`config.mk`:
```
export PLATFORM = sky130hd
export DESIGN_NAME = biriscv_mul_issue_ctrl
export DESIGN_NICKNAME = d
export VERILOG_FILES = /design/src/rtl/biriscv_mul_issue_ctrl.sv
export SDC_FILE = /design/constraint.sdc
export NUM_CORES = 1
export LEC_CHECK = 0
export BUFFER_PORTS_ARGS = -buffer_cell sky130_fd_sc_hd__buf_4
export CORE_ASPECT_RATIO = 1.4
export CORE_MARGIN = 4
export CORE_UTILIZATION = 25
export DETAILED_ROUTE_END_ITERATION = 16
export GPL_TIMING_DRIVEN = 0
export PLACE_DENSITY_LB_ADDON = 0.1
export SETUP_SLACK_MARGIN = 0.15
export SYNTH_ARGS = -nofsm -noshare
export SYNTH_HDL_FRONTEND = slang
export SYNTH_SLANG_ARGS = --single-unit
```
`constraint.sdc`:
```
create_clock -name clk_i -period 5.6 [get_ports clk_i]
set_input_delay 0.28 -clock clk_i [delete_from_list [all_inputs] [get_ports clk_i]]
set_output_delay 0.28 -clock clk_i [all_outputs]
set_load 0.05 [all_outputs]
```
`src/rtl/biriscv_mul_issue_ctrl.sv`:
```
// Issue-side control for the iterative multiplier: handshake, dispatch, result return, flush and watchdog.
// Optional MUL_FASTPATH_EN resolves trivial products (operand 0 or 1) without dispatching.
module biriscv_mul_issue_ctrl #(
    parameter int TIMEOUT_CYCLES = 16,
    parameter int CNT_W          = 5
) (
    input  logic        clk_i,
    input  logic        rst_i,
    input  logic        opcode_valid_i,
    output logic        opcode_accept_o,
    input  logic [4:0]  opcode_rd_idx_i,
    input  logic [31:0] opcode_ra_operand_i,
    input  logic [31:0] opcode_rb_operand_i,
    input  logic        flush_i,
    output logic        mul_valid_o,
    output logic [31:0] mul_ra_o,
    output logic [31:0] mul_rb_o,
    input  logic        mul_wb_valid_i,
    input  logic [31:0] mul_wb_value_i,
    output logic        busy_o,
    output logic [4:0]  busy_rd_o,
    output logic        wb_valid_o,
    output logic [4:0]  wb_rd_idx_o,
    output logic [31:0] wb_value_o,
    output logic        timeout_o
);

    typedef enum logic [2:0] {
        S_IDLE,
        S_DISPATCH,
        S_WAIT,
        S_RESP,
        S_DRAIN
    } state_t;

    localparam logic [CNT_W-1:0] CNT_LAST = CNT_W'(TIMEOUT_CYCLES - 1);

    state_t            state_q;
    logic [31:0]       ra_q;
    logic [31:0]       rb_q;
    logic [4:0]        rd_q;
    logic [31:0]       value_q;
    logic [CNT_W-1:0]  cnt_q;

`ifdef MUL_FASTPATH_EN
    function automatic logic fast_hit(input logic [31:0] a, input logic [31:0] b);
        return (a == 32'd0) || (b == 32'd0) || (a == 32'd1) || (b == 32'd1);
    endfunction

    function automatic logic [31:0] fast_value(input logic [31:0] a, input logic [31:0] b);
        if ((a == 32'd0) || (b == 32'd0))
            return 32'd0;
        else if (a == 32'd1)
            return b;
        else
            return a;
    endfunction
`endif

    logic waiting_w;
    logic expire_w;

    assign waiting_w = (state_q == S_WAIT) || (state_q == S_DRAIN);
    // A result arriving on the last watchdog cycle wins over the timeout.
    assign expire_w  = waiting_w && (cnt_q == CNT_LAST) && !mul_wb_valid_i;

    assign opcode_accept_o = (state_q == S_IDLE) && !flush_i && !rst_i;
    assign mul_valid_o     = (state_q == S_DISPATCH);
    assign mul_ra_o        = ra_q;
    assign mul_rb_o        = rb_q;
    assign busy_o          = (state_q != S_IDLE);
    assign busy_rd_o       = busy_o ? rd_q : 5'd0;
    assign wb_valid_o      = (state_q == S_RESP) && !flush_i;
    assign wb_rd_idx_o     = rd_q;
    assign wb_value_o      = value_q;
    assign timeout_o       = expire_w;

    always_ff @(posedge clk_i or posedge rst_i) begin
        if (rst_i) begin
            state_q <= S_IDLE;
            ra_q    <= '0;
            rb_q    <= '0;
            rd_q    <= '0;
            value_q <= '0;
            cnt_q   <= '0;
        end else begin
            case (state_q)
                S_IDLE: begin
                    if (opcode_valid_i && !flush_i) begin
                        ra_q <= opcode_ra_operand_i;
                        rb_q <= opcode_rb_operand_i;
                        rd_q <= opcode_rd_idx_i;
`ifdef MUL_FASTPATH_EN
                        if (fast_hit(opcode_ra_operand_i, opcode_rb_operand_i)) begin
                            value_q <= fast_value(opcode_ra_operand_i, opcode_rb_operand_i);
                            state_q <= S_RESP;
                        end else begin
                            state_q <= S_DISPATCH;
                        end
`else
                        state_q <= S_DISPATCH;
`endif
                    end
                end
                S_DISPATCH: begin
                    // The request cannot be withdrawn, so a flush here must still wait it out.
                    cnt_q   <= '0;
                    state_q <= flush_i ? S_DRAIN : S_WAIT;
                end
                S_WAIT: begin
                    if (mul_wb_valid_i) begin
                        if (flush_i) begin
                            state_q <= S_IDLE;
                        end else begin
                            value_q <= mul_wb_value_i;
                            state_q <= S_RESP;
                        end
                    end else if (expire_w) begin
                        state_q <= S_IDLE;
                    end else begin
                        cnt_q   <= cnt_q + 1'b1;
                        if (flush_i)
                            state_q <= S_DRAIN;
                    end
                end
                S_RESP: begin
                    state_q <= S_IDLE;
                end
                S_DRAIN: begin
                    if (mul_wb_valid_i || expire_w)
                        state_q <= S_IDLE;
                    else
                        cnt_q <= cnt_q + 1'b1;
                end
                default: begin
                    state_q <= S_IDLE;
                end
            endcase
        end
    end

endmodule

```
==> results of run 1 <==
==> where the power goes <==
part	leakage [uW]	switching (uW)	internal, uW
clock network	0.000143	304	351
registers	0.00132	159	1080
logic	0.00177	1410	705
==> registers in the layout, indices dropped and copies added, names as in the netlist <==
signal / count
state_q: 3
mul_rb_o: 32
cnt_q: 5
wb_value_o: 32
wb_rd_idx_o: 5
mul_ra_o: 32
==> cells in the final DEF, fill, tap and decap left out, drive strengths merged <==
| cell | n |
|---|---|
| nor3 | 4 |
| nor3b | 1 |
| ha | 2 |
| clkinv | 2 |
| xnor2 | 1 |
| nand2b | 2 |
| nor4 | 1 |
| a21oi | 8 |
| nor2b | 6 |
| dlygate4sd3 | 1 |
| nand4 | 3 |
| clkinvlp | 1 |
| inv | 6 |
| and2 | 1 |
| mux2i | 1 |
| buf | 230 |
| o31ai | 1 |
| a211oi | 2 |
| a41oi | 1 |
| dfrtp | 109 |
| nand3b | 1 |
| mux2 | 101 |
| nor2 | 10 |
| nand2 | 7 |
| o221ai | 4 |
| a31oi | 1 |
| and3 | 2 |
| bufinv | 1 |
| nand4b | 1 |
| o21ai | 10 |
| a32oi | 1 |
| clkbuf | 14 |
| nand3 | 1 |
| a21o | 2 |
| or2 | 1 |
==> critical path: cells and delay by family (launching register included) <==
kind / cells / cell delay, ns
fa+ha+maj: 2 / 0.50
simple gates: 2 / 0.74
compound gates: 3 / 0.47
flops: 1 / 0.45
==> logic make-up (layout without fill, tap and decap cells) <==
kind of cell | Yosys count | after routing | share of synthesized area
xor gates and xnor gates | 1 | 1 | 0.00196
DFF | 109 | 109 | 0.610
adders and majority gates | 2 | 2 | 0.00560
AOI/OAI and AO/OA | 30 | 30 | 0.0417
muxes | 102 | 102 | 0.265
buffers and inverters | 21 | 255 | 0.0238
and+or+nand+nor | 41 | 41 | 0.0520
==> metrics by stage <==
stage               worst slack (ns)  power [uW]   util  std cells
detailed placement              3.36        3400  0.367        759
global placement               0.803        3370  0.366        758
global route                    3.15        4210  0.385        776
finish                          3.31        4010  0.385        776
CTS                             3.28        4080  0.385        776
floorplan                       2.12        2690      -        306
==> area by class of cell <==
cell class | count | area share
inverters | 4 | 0.00298
multi-input cells | 176 | 0.243
clock inverters | 6 | 0.0102
plain buffers | 17 | 0.0136
well taps | 236 | 0.0439
clock buffers | 10 | 0.0340
repair buffers | 218 | 0.247
flip-flops and latches | 109 | 0.405
==> worst paths after layout <==
| path | startpoint | endpoint | slack [ns] | cells past startpoint |
|---|---|---|---|---|
| min in group asynchronous | rst_i | state_q[0] | 0.55 | 3 |
| max in group asynchronous | rst_i | mul_rb_o[13] | 4.39 | 4 |
| hold / removal | opcode_rd_idx_i[0] | wb_rd_idx_o[0] | 0.15 | 2 |
| setup reg to reg | cnt_q[1] | cnt_q[4] | 3.31 | 7 |
| setup / recovery | cnt_q[1] | cnt_q[4] | 3.31 | 7 |
| hold reg to reg | mul_rb_o[30] | mul_rb_o[30] | 0.51 | 1 |
==> timing repair <==
item / 4_1_cts / 5_1_grt
hold buffers: 1 / 0
setup buffers: 0 / 0
hold endpoints to repair: 24 / 0
resized for setup: 0 / 0
==> layer usage <==
layer,GRT usage,part of all wire
met1,0.139,0.35
met2,0.235,0.57
met3,0.0371,0.067
met4,0.0394,0.010
met5,0,0
==> results.sh, run 1 <==
export IMPL_cpPeakStageDelay_ns=0.54
export IMPL_netlist_area_um2=4470
export IMPL_synth_common_cells="109 x dfrtp_1, 91 x mux2_2, 10 x buf_2, 10 x mux2_4, 10 x o21ai_0"
export IMPL_root_buffer="clkbuf_16"
export IMPL_path_clk_slew_ns=0.08
export IMPL_gp_congestion=0.775
export IMPL_synth_area_leaders="dfrtp_1 61%, mux2_2 23%, mux2_4 3.4%, buf_2 1.1%, o21ai_0 1.1%"
export IMPL_io_pins=217
export IMPL_yosys_register_bits=109
export IMPL_fillCellCount=1739
export IMPL_synth_top_flop_cell="dfrtp_1"
export IMPL_area_growth_pct=50.5
export IMPL_htreeDepth=3
export IMPL_fmax_ghz=0.437
export IMPL_port_buffers=216
export IMPL_via_count=3318
export IMPL_worstSetupStartpointType="flop"
export IMPL_synth_edf_count=0
export IMPL_final_seq_area_um2=2730
export IMPL_syn_mean_instance_area_um2=14.6
export IMPL_critPathCaptureType="flop"
export IMPL_dr_pass1_iters=4
export IMPL_outcome="finished clean"
export IMPL_start_util=0.256
export IMPL_fin_tns_setup_ns=0
export IMPL_grt_pass1_vias=3612
export IMPL_grt_pass1_wl_mm=20.1
export IMPL_drtIter0Drc=119
export IMPL_path_max_fanout=10
export IMPL_yosysTopAreaCellShare=0.610
export IMPL_path_common_cell="ha_1"
export IMPL_drv_cap=0
export IMPL_holdWs_ns=0.154
export IMPL_cts_sinks=109
export IMPL_synth_top_area_cell="dfrtp_1"
export IMPL_power_density_nw_per_um2=596
export IMPL_clock_skew_final_ns=0.0111
export IMPL_cts_tree="yes"
export IMPL_final_layout_size_suffix_gt1_frac=0.648
export IMPL_crit_slowest_cell="nor2_1"
export IMPL_vias_per_cell=4.28
export IMPL_synth_distinct_cells=36
export IMPL_nNetsFinal=643
export IMPL_synthesis_instances=306
export IMPL_peakVddDrop_uv=222
export IMPL_routed_wl_mm=12.7
export IMPL_post_dp_hpwl_mm=9.59
export IMPL_final_hold_violation_count=0
export IMPL_track_usage=0.128
export IMPL_cts_buffer_depth=2
export IMPL_diodes=0
export IMPL_cp_required_ns=5.81
export IMPL_grt_max_degree=58
export IMPL_dieArea_um2=20100
export IMPL_core_area_um2=17500
export IMPL_die_w_um=121
export IMPL_die_h_um=166
export IMPL_post_route_drc_count=0
export IMPL_timing_final_crit_period_ns=2.29
export IMPL_place_area_um2=6420
export IMPL_cp_arrival_ns=2.49
export IMPL_syn_nets=414
export IMPL_grt_overflow=0
export IMPL_synth_warning_count=0
export IMPL_setup_viol=0
export IMPL_numCtsBuffers=9
export IMPL_row_count=57
export IMPL_ant_nets=0
export IMPL_drt_wirelength_per_cell_um=16.3
export IMPL_max_slew_margin=0.554
export IMPL_path_class="flop to flop"
export IMPL_drv_slew=0
export IMPL_rsz0062_at_grt="false"
export IMPL_ys_seq_area_frac=0.610
export IMPL_multi_input_area_um2=1640
export IMPL_leakage_uw=0.00323
export IMPL_holdCritPathClass="input pin to flop"
export IMPL_worstPathCellList="ha_1 -> and3_1 -> ha_1 -> nor2_1 -> a32oi_1 -> o221ai_1 -> a21oi_1"
export IMPL_yosysMostFrequentCell="dfrtp_1"
export IMPL_fin_area_um2=6730
export IMPL_tightestPinTransition_ns=0.667
export IMPL_post_route_period_util=0.409
export IMPL_grt_antenna_before_repair=0
export IMPL_synthArstFlopShare=1.00
export IMPL_clk_latency_ns=0.35
Power figures use the tool's default switching activity.
==> inputs of run 2 (changes only) <==
--- a/config.mk
+++ b/config.mk
@@ -5,6 +5,7 @@
 export SDC_FILE = /design/constraint.sdc
 export NUM_CORES = 1
 export LEC_CHECK = 0
+export ABC_AREA = 1
 export BUFFER_PORTS_ARGS = -buffer_cell sky130_fd_sc_hd__buf_4
 export CORE_ASPECT_RATIO = 1.4
 export CORE_MARGIN = 4
==> constraint.sdc (replaced) <==
create_clock -name clk_i -period 2.38 [get_ports clk_i]
set_input_delay 0.119 -clock clk_i [delete_from_list [all_inputs] [get_ports clk_i]]
set_output_delay 0.119 -clock clk_i [all_outputs]
set_load 0.05 [all_outputs]
==> results.sh, run 2 <==
export IMPL_grt_antenna_before_repair=0
export IMPL_die_h_um=170
export IMPL_track_usage=0.143
export IMPL_cp_arrival_ns=1.80
export IMPL_gp_congestion=0.765
export IMPL_power_total_uw=11700
export IMPL_dr_pass1_iters=4
export IMPL_core_area_um2=18100
export IMPL_path_clk_slew_ns=0.07
export IMPL_r2r_end="cnt_q[0]"
export IMPL_numCtsBuffers=9
export IMPL_crit_family="buffers and inverters"
export IMPL_ys_seq_area_frac=0.583
export IMPL_cts_tree="yes"
export IMPL_grt_max_degree=41
export IMPL_htreeDepth=3
export IMPL_post_route_period_util=0.805
export IMPL_final_layout_size_suffix_gt1_frac=0.361
export IMPL_grt_pass1_wl_mm=23.5
export IMPL_ant_nets=0
export IMPL_yosysTopAreaCellShare=0.583
export IMPL_cp_startpoint="state_q[1]"
export IMPL_drv_cap=0
export IMPL_synth_common_cells="184 x nand2_1, 109 x dfrtp_1, 70 x nand3_1, 49 x inv_1, 23 x o21ai_2"
export IMPL_critical_path_endpoint="busy_rd_o[4]"
export IMPL_synth_edf_count=0
export IMPL_vias_per_cell=4.20
export IMPL_drtIter0Drc=180
export IMPL_r2r_cells=8
export IMPL_peakVddDrop_uv=570
export IMPL_via_count=4463
export IMPL_r2r_slack_ns=0.58
export IMPL_synth_area_leaders="dfrtp_1 58%, nand2_1 15%, nand3_1 7.5%, o21ai_2 4.3%, inv_1 3.9%"
export IMPL_synthArstFlopShare=1.00
export IMPL_crit_slowest_cell="dfrtp_1"
export IMPL_path_max_fanout=10
export IMPL_grt_overflow=0
export IMPL_setup_viol=0
export IMPL_wl_met2_mm=7.78
export IMPL_cts_setup_buffers=0
export IMPL_routed_wl_mm=14.9
export IMPL_fin_tns_setup_ns=0
export IMPL_dieArea_um2=21000
export IMPL_rsz0062_at_grt="false"
export IMPL_syn_nets=627
export IMPL_netlist_area_um2=4680
export IMPL_path_buf_inv=3
export IMPL_final_hold_violation_count=0
export IMPL_tightestPinTransition_ns=0.491
export IMPL_critPathCaptureType="output pin"
export IMPL_rr_startpoint="cnt_q[0]"
export IMPL_drt_wirelength_per_cell_um=14.1
export IMPL_worstPathCellList="nor2_4 -> nand2_2 -> inv_2 -> buf_2 -> nor2_1 -> buf_4"
export IMPL_area_growth_pct=63.2
export IMPL_power_density_nw_per_um2=1530
export IMPL_cts_sinks=109
export IMPL_synth_top_area_cell="dfrtp_1"
export IMPL_synth_top_flop_cell="dfrtp_1"
export IMPL_final_common_cell="buf_4"
export IMPL_post_route_drc_count=0
export IMPL_root_buffer="clkbuf_16"
export IMPL_yosys_register_bits=109
export IMPL_io_pins=217
export IMPL_cp_depth=6
export IMPL_routed_top_layer="met4"
export IMPL_worstSetupStartpointType="flop"
export IMPL_syn_mean_instance_area_um2=9.01
export IMPL_holdCritPathClass="input pin to flop"
export IMPL_final_cell_mix="216 x buf_4, 184 x nand2_1, 109 x dfrtp_1, 70 x nand3_1, 68 x dlygate4sd3_1"
export IMPL_port_buffers=216
export IMPL_leakage_uw=0.00415
export IMPL_drv_slew=0
export IMPL_diodes=0
export IMPL_synth_warning_count=0
export IMPL_timing_final_crit_period_ns=1.92
export IMPL_cpPeakStageDelay_ns=0.45
export IMPL_row_count=58
export IMPL_fmax_ghz=0.522
export IMPL_max_slew_margin=0.672
export IMPL_post_dp_hpwl_mm=11.2
export IMPL_cts_buffer_depth=2
export IMPL_yosysMostFrequentCell="nand2_1"
export IMPL_path_class="flop to output pin"
export IMPL_met1Wirelength_mm=5.73
export IMPL_grt_pass1_vias=4766
export IMPL_wl_met3_um=825
export IMPL_die_w_um=124
export IMPL_start_util=0.258
export IMPL_synthesis_instances=519
export IMPL_outcome="finished clean"
export IMPL_synth_distinct_cells=23
export IMPL_clock_skew_final_ns=0.00711
export IMPL_nNetsFinal=925
export IMPL_cp_required_ns=2.26
export IMPL_clk_latency_ns=0.35
==> run 2: changes by cell type after synthesis, sizes merged, moves of 10 or more <==
cell / delta
buf: +15
inv: +49
mux2: -101
nand2: +179
nand3: +71
nor2: +10
o21ai: +23
==> run 2: worst min-delay path by stage <==
| stage | start | to | slack (ns) | cells after the start |
|---|---|---|---|---|
| after floorplan | flush_i | state_q[1] | 0.24 | 1 |
| after global placement | opcode_ra_operand_i[16] | mul_ra_o[16] | 0.35 | 3 |
| after detailed placement | rst_i | mul_ra_o[16] | 0.20 | 2 |
| after CTS | mul_wb_value_i[14] | wb_value_o[14] | 0.0004 | 3 |
| after global routing | mul_wb_value_i[21] | wb_value_o[21] | 0.003 | 3 |
| final | opcode_ra_operand_i[15] | mul_ra_o[15] | 0.01 | 3 |
==> run 2: per-layer routing <==
| layer | GRT usage | vias to the layer above |
|---|---|---|
| met5 | 0 | - |
| met4 | 0.0675 | 0 |
| met3 | 0.0303 | 30 |
| met2 | 0.250 | 139 |
| met1 | 0.165 | 2080 |
| li1 | - | 2214 |
==> run 2: timing repair <==
item | CTS | global route
hold buffers | 68 | 0
gates resized for setup | 0 | 0
endpoints found under the setup margin | 0 | 0
hold endpoints to repair | 85 | 0
==> run 2: metrics by stage <==
stage          utilization  hold WS (ns)  instances  instance area (um^2)  setup slack [ns]
2_1_floorplan            -         0.244        519                  4680             0.268
3_3_place_gp         0.364         0.349        975                  6600            0.0686
3_5_place_dp         0.367         0.197        978                  6660             0.575
4_1_cts              0.421      0.000351       1062                  7630             0.389
5_1_grt              0.421       0.00286       1062                  7630             0.290
6_report             0.421        0.0114       1062                  7630             0.464
==> run 2: layout make-up <==
cell class	instances	area, um^2
Multi-Input combinational cell	328	1520
Buffer	29	226
Clock inverter	5	45.0
Timing Repair Buffer	287	2360
Tap cell	240	300
Clock buffer	11	243
Sequential cell	109	2730
Inverter	53	203
Fill cell	1816	10500
==> run 2: worst min-delay path, stage by stage <==
cell	delay, ns
buf_4	0.08
nand3_1	0.07
nand2_1	0.06
==> run 2: power breakdown <==
group	internal, uW	switching, uW	total, uW	leakage [uW]
sequential	2700	499	3200	0.00137
combinational	2040	5010	7050	0.00265
clock	753	706	1460	0.000138
==> run 2: cells by family (layout without fill, tap and decap cells) <==
logic type / Yosys count / after routing / share of synthesized area
DFF: 109 / 109 / 0.583
AOI/OAI and AO/OA: 41 / 41 / 0.0640
and+or+nand+nor: 285 / 285 / 0.256
adders and majority gates: 2 / 2 / 0.00535
buffers and inverters: 82 / 385 / 0.0910
==> inputs of run 3 (changes only) <==
==> constraint.sdc (replaced) <==
create_clock -name clk_i -period 1.8 [get_ports clk_i]
set_input_delay 0.09 -clock clk_i [delete_from_list [all_inputs] [get_ports clk_i]]
set_output_delay 0.09 -clock clk_i [all_outputs]
set_load 0.05 [all_outputs]
==> results.sh, run 3 (synthesis results as in run 2) <==
export IMPL_outcome="finished clean"
export IMPL_critPathCaptureType="output pin"
export IMPL_dieArea_um2=21000
export IMPL_grt_pass1_vias=4696
export IMPL_power_density_nw_per_um2=1950
export IMPL_root_buffer="clkbuf_16"
export IMPL_core_area_um2=18100
export IMPL_drtIter0Drc=162
export IMPL_tightestPinTransition_ns=0.895
export IMPL_post_dp_hpwl_mm=11.2
export IMPL_grt_pass1_wl_mm=23.4
export IMPL_final_hold_violation_count=0
export IMPL_p_sw_frac=0.530
export IMPL_start_util=0.258
export IMPL_path_class="flop to output pin"
export IMPL_r2r_end="cnt_q[1]"
export IMPL_final_common_cell="buf_4"
export IMPL_switchingPower_uw=8300
export IMPL_leakage_uw=0.00431
export IMPL_fillCellCount=1813
export IMPL_clock_skew_final_ns=0.0111
export IMPL_grt_max_degree=40
export IMPL_rr_startpoint="cnt_q[0]"
export IMPL_grt_antenna_before_repair=0
export IMPL_area_growth_pct=71.7
export IMPL_gp_congestion=0.752
export IMPL_r2r_slack_ns=0.15
export IMPL_holdWs_ns=0.0195
export IMPL_hold_start="mul_wb_value_i[20]"
export IMPL_cp_arrival_ns=1.60
export IMPL_rsz0062_at_grt="true"
export IMPL_ant_nets=0
export IMPL_nNetsFinal=963
export IMPL_htreeDepth=3
export IMPL_power_total_uw=15700
export IMPL_max_slew_margin=0.402
export IMPL_cts_buffer_depth=2
export IMPL_grt_overflow=0
export IMPL_pwr_share_seq=0.270
export IMPL_holdCritPathClass="input pin to flop"
export IMPL_worstSetupStartpointType="flop"
export IMPL_hold_depth=3
export IMPL_vias_per_cell=4.16
export IMPL_fmax_ghz=0.593
export IMPL_drv_cap=0
export IMPL_post_route_drc_count=0
export IMPL_setup_viol=0
export IMPL_path_max_fanout=6
export IMPL_hold_end="wb_value_o[20]"
export IMPL_post_route_period_util=0.937
export IMPL_via_count=4570
export IMPL_track_usage=0.142
export IMPL_row_count=58
export IMPL_final_cell_mix="222 x buf_4, 182 x nand2_1, 108 x dfrtp_1, 100 x dlygate4sd3_1, 70 x nand3_1"
export IMPL_r2r_cells=9
export IMPL_final_layout_size_suffix_gt1_frac=0.369
export IMPL_power_share_clock=0.117
export IMPL_combPwrFrac=0.613
export IMPL_peakVddDrop_uv=918
export IMPL_numCtsBuffers=9
export IMPL_cts_sinks=109
export IMPL_drv_slew=0
export IMPL_die_h_um=170
export IMPL_p_int_uw=7370
export IMPL_cts_tree="yes"
export IMPL_drt_wirelength_per_cell_um=13.9
export IMPL_diodes=0
export IMPL_routed_wl_mm=15.3
export IMPL_die_w_um=124
export IMPL_port_buffers=216
export IMPL_dr_pass1_iters=4
export IMPL_path_clk_slew_ns=0.07
export IMPL_io_pins=217
export IMPL_timing_final_crit_period_ns=1.69
export IMPL_clk_latency_ns=0.35
export IMPL_cp_required_ns=1.71
==> run 3: cell count changes in the layout (fill, tap and decap cells not counted), sizes merged <==
cell / before / now
dlygate4sd3: 68 / 100
buf: 247 / 253
clkinv: 3 / 1
clkinvlp: 2 / 4
clkbuf: 12 / 11
==> run 3: timing repair <==
item / 4_1_cts / 5_1_grt
resized for setup: 14 / 1
buffers inserted: 6 / 1
setup endpoints to repair: 12 / 14
hold buffers: 100 / 0
hold endpoints to repair: 135 / 0
pin swaps: 4 / 5
==> run 3: worst max path at each step <==
| stage | from | to | slack [ns] | depth (start not counted) |
|---|---|---|---|---|
| after detailed placement | cnt_q[0] | cnt_q[3] | -0.05 | 8 |
| after global routing | cnt_q[1] | timeout_o | -0.002 | 7 |
| after floorplan | state_q[1] | cnt_q[0] | 0.006 | 6 |
| after global placement | rst_i | mul_rb_o[14] | -0.47 | 2 |
| final | state_q[1] | timeout_o | 0.11 | 6 |
| after CTS | cnt_q[1] | timeout_o | 0.02 | 7 |
==> run 3: area by class of cell <==
cell class                      instances  area (um^2)  area share
Tap cell                              240          300      0.0374
Buffer                                 29          233      0.0290
Inverter                               53          208      0.0259
Timing Repair Buffer                  325         2720       0.339
Clock buffer                           10          229      0.0285
Sequential cell                       109         2730       0.340
Multi-Input combinational cell        328         1580       0.196
Clock inverter                          5         36.3     0.00452
==> run 3: layer usage <==
metal,GRT usage,part of all wire,vias up
met5,0,0,-
met2,0.253,0.53,128
met3,0.0303,0.056,19
met1,0.164,0.39,2135
met4,0.0540,0.026,0
li1,-,-,2288
==> run 3: critical path: stages (launching register included) <==
cell and delay (ns):
dfrtp_2 0.45, nor2_4 0.14, nand2_1 0.11, nand2_1 0.12, inv_2 0.09, nor3_4 0.18
buf_6 0.18
==> run 3: power by group through the flow <==
| stage | Combinational [uW] | Sequential [uW] | Clock (uW) |
|---|---|---|---|
| 3_5_place_dp | 9410 | 4270 | 0 |
| 4_1_cts | 9740 | 4240 | 1920 |
| 2_1_floorplan | 2690 | 7910 | 0 |
| 5_1_grt | 10200 | 4360 | 2020 |
| 6_report | 9600 | 4230 | 1840 |
| 3_3_place_gp | 9330 | 4250 | 0 |
==> run 3: per-stage QoR <==
| step | util | cells | TNS [ns] | worst slack (ns) | cell area (um^2) |
|---|---|---|---|---|---|
| floorplan | - | 519 | 0 | 0.00560 | 4710 |
| global placement | 0.365 | 975 | -50.41 | -0.470 | 6630 |
| detailed placement | 0.368 | 977 | -0.218 | -0.0454 | 6670 |
| CTS | 0.442 | 1098 | 0 | 0.0162 | 8020 |
| global route | 0.443 | 1099 | -0.00178 | -0.00178 | 8030 |
| finish | 0.443 | 1099 | 0 | 0.114 | 8030 |
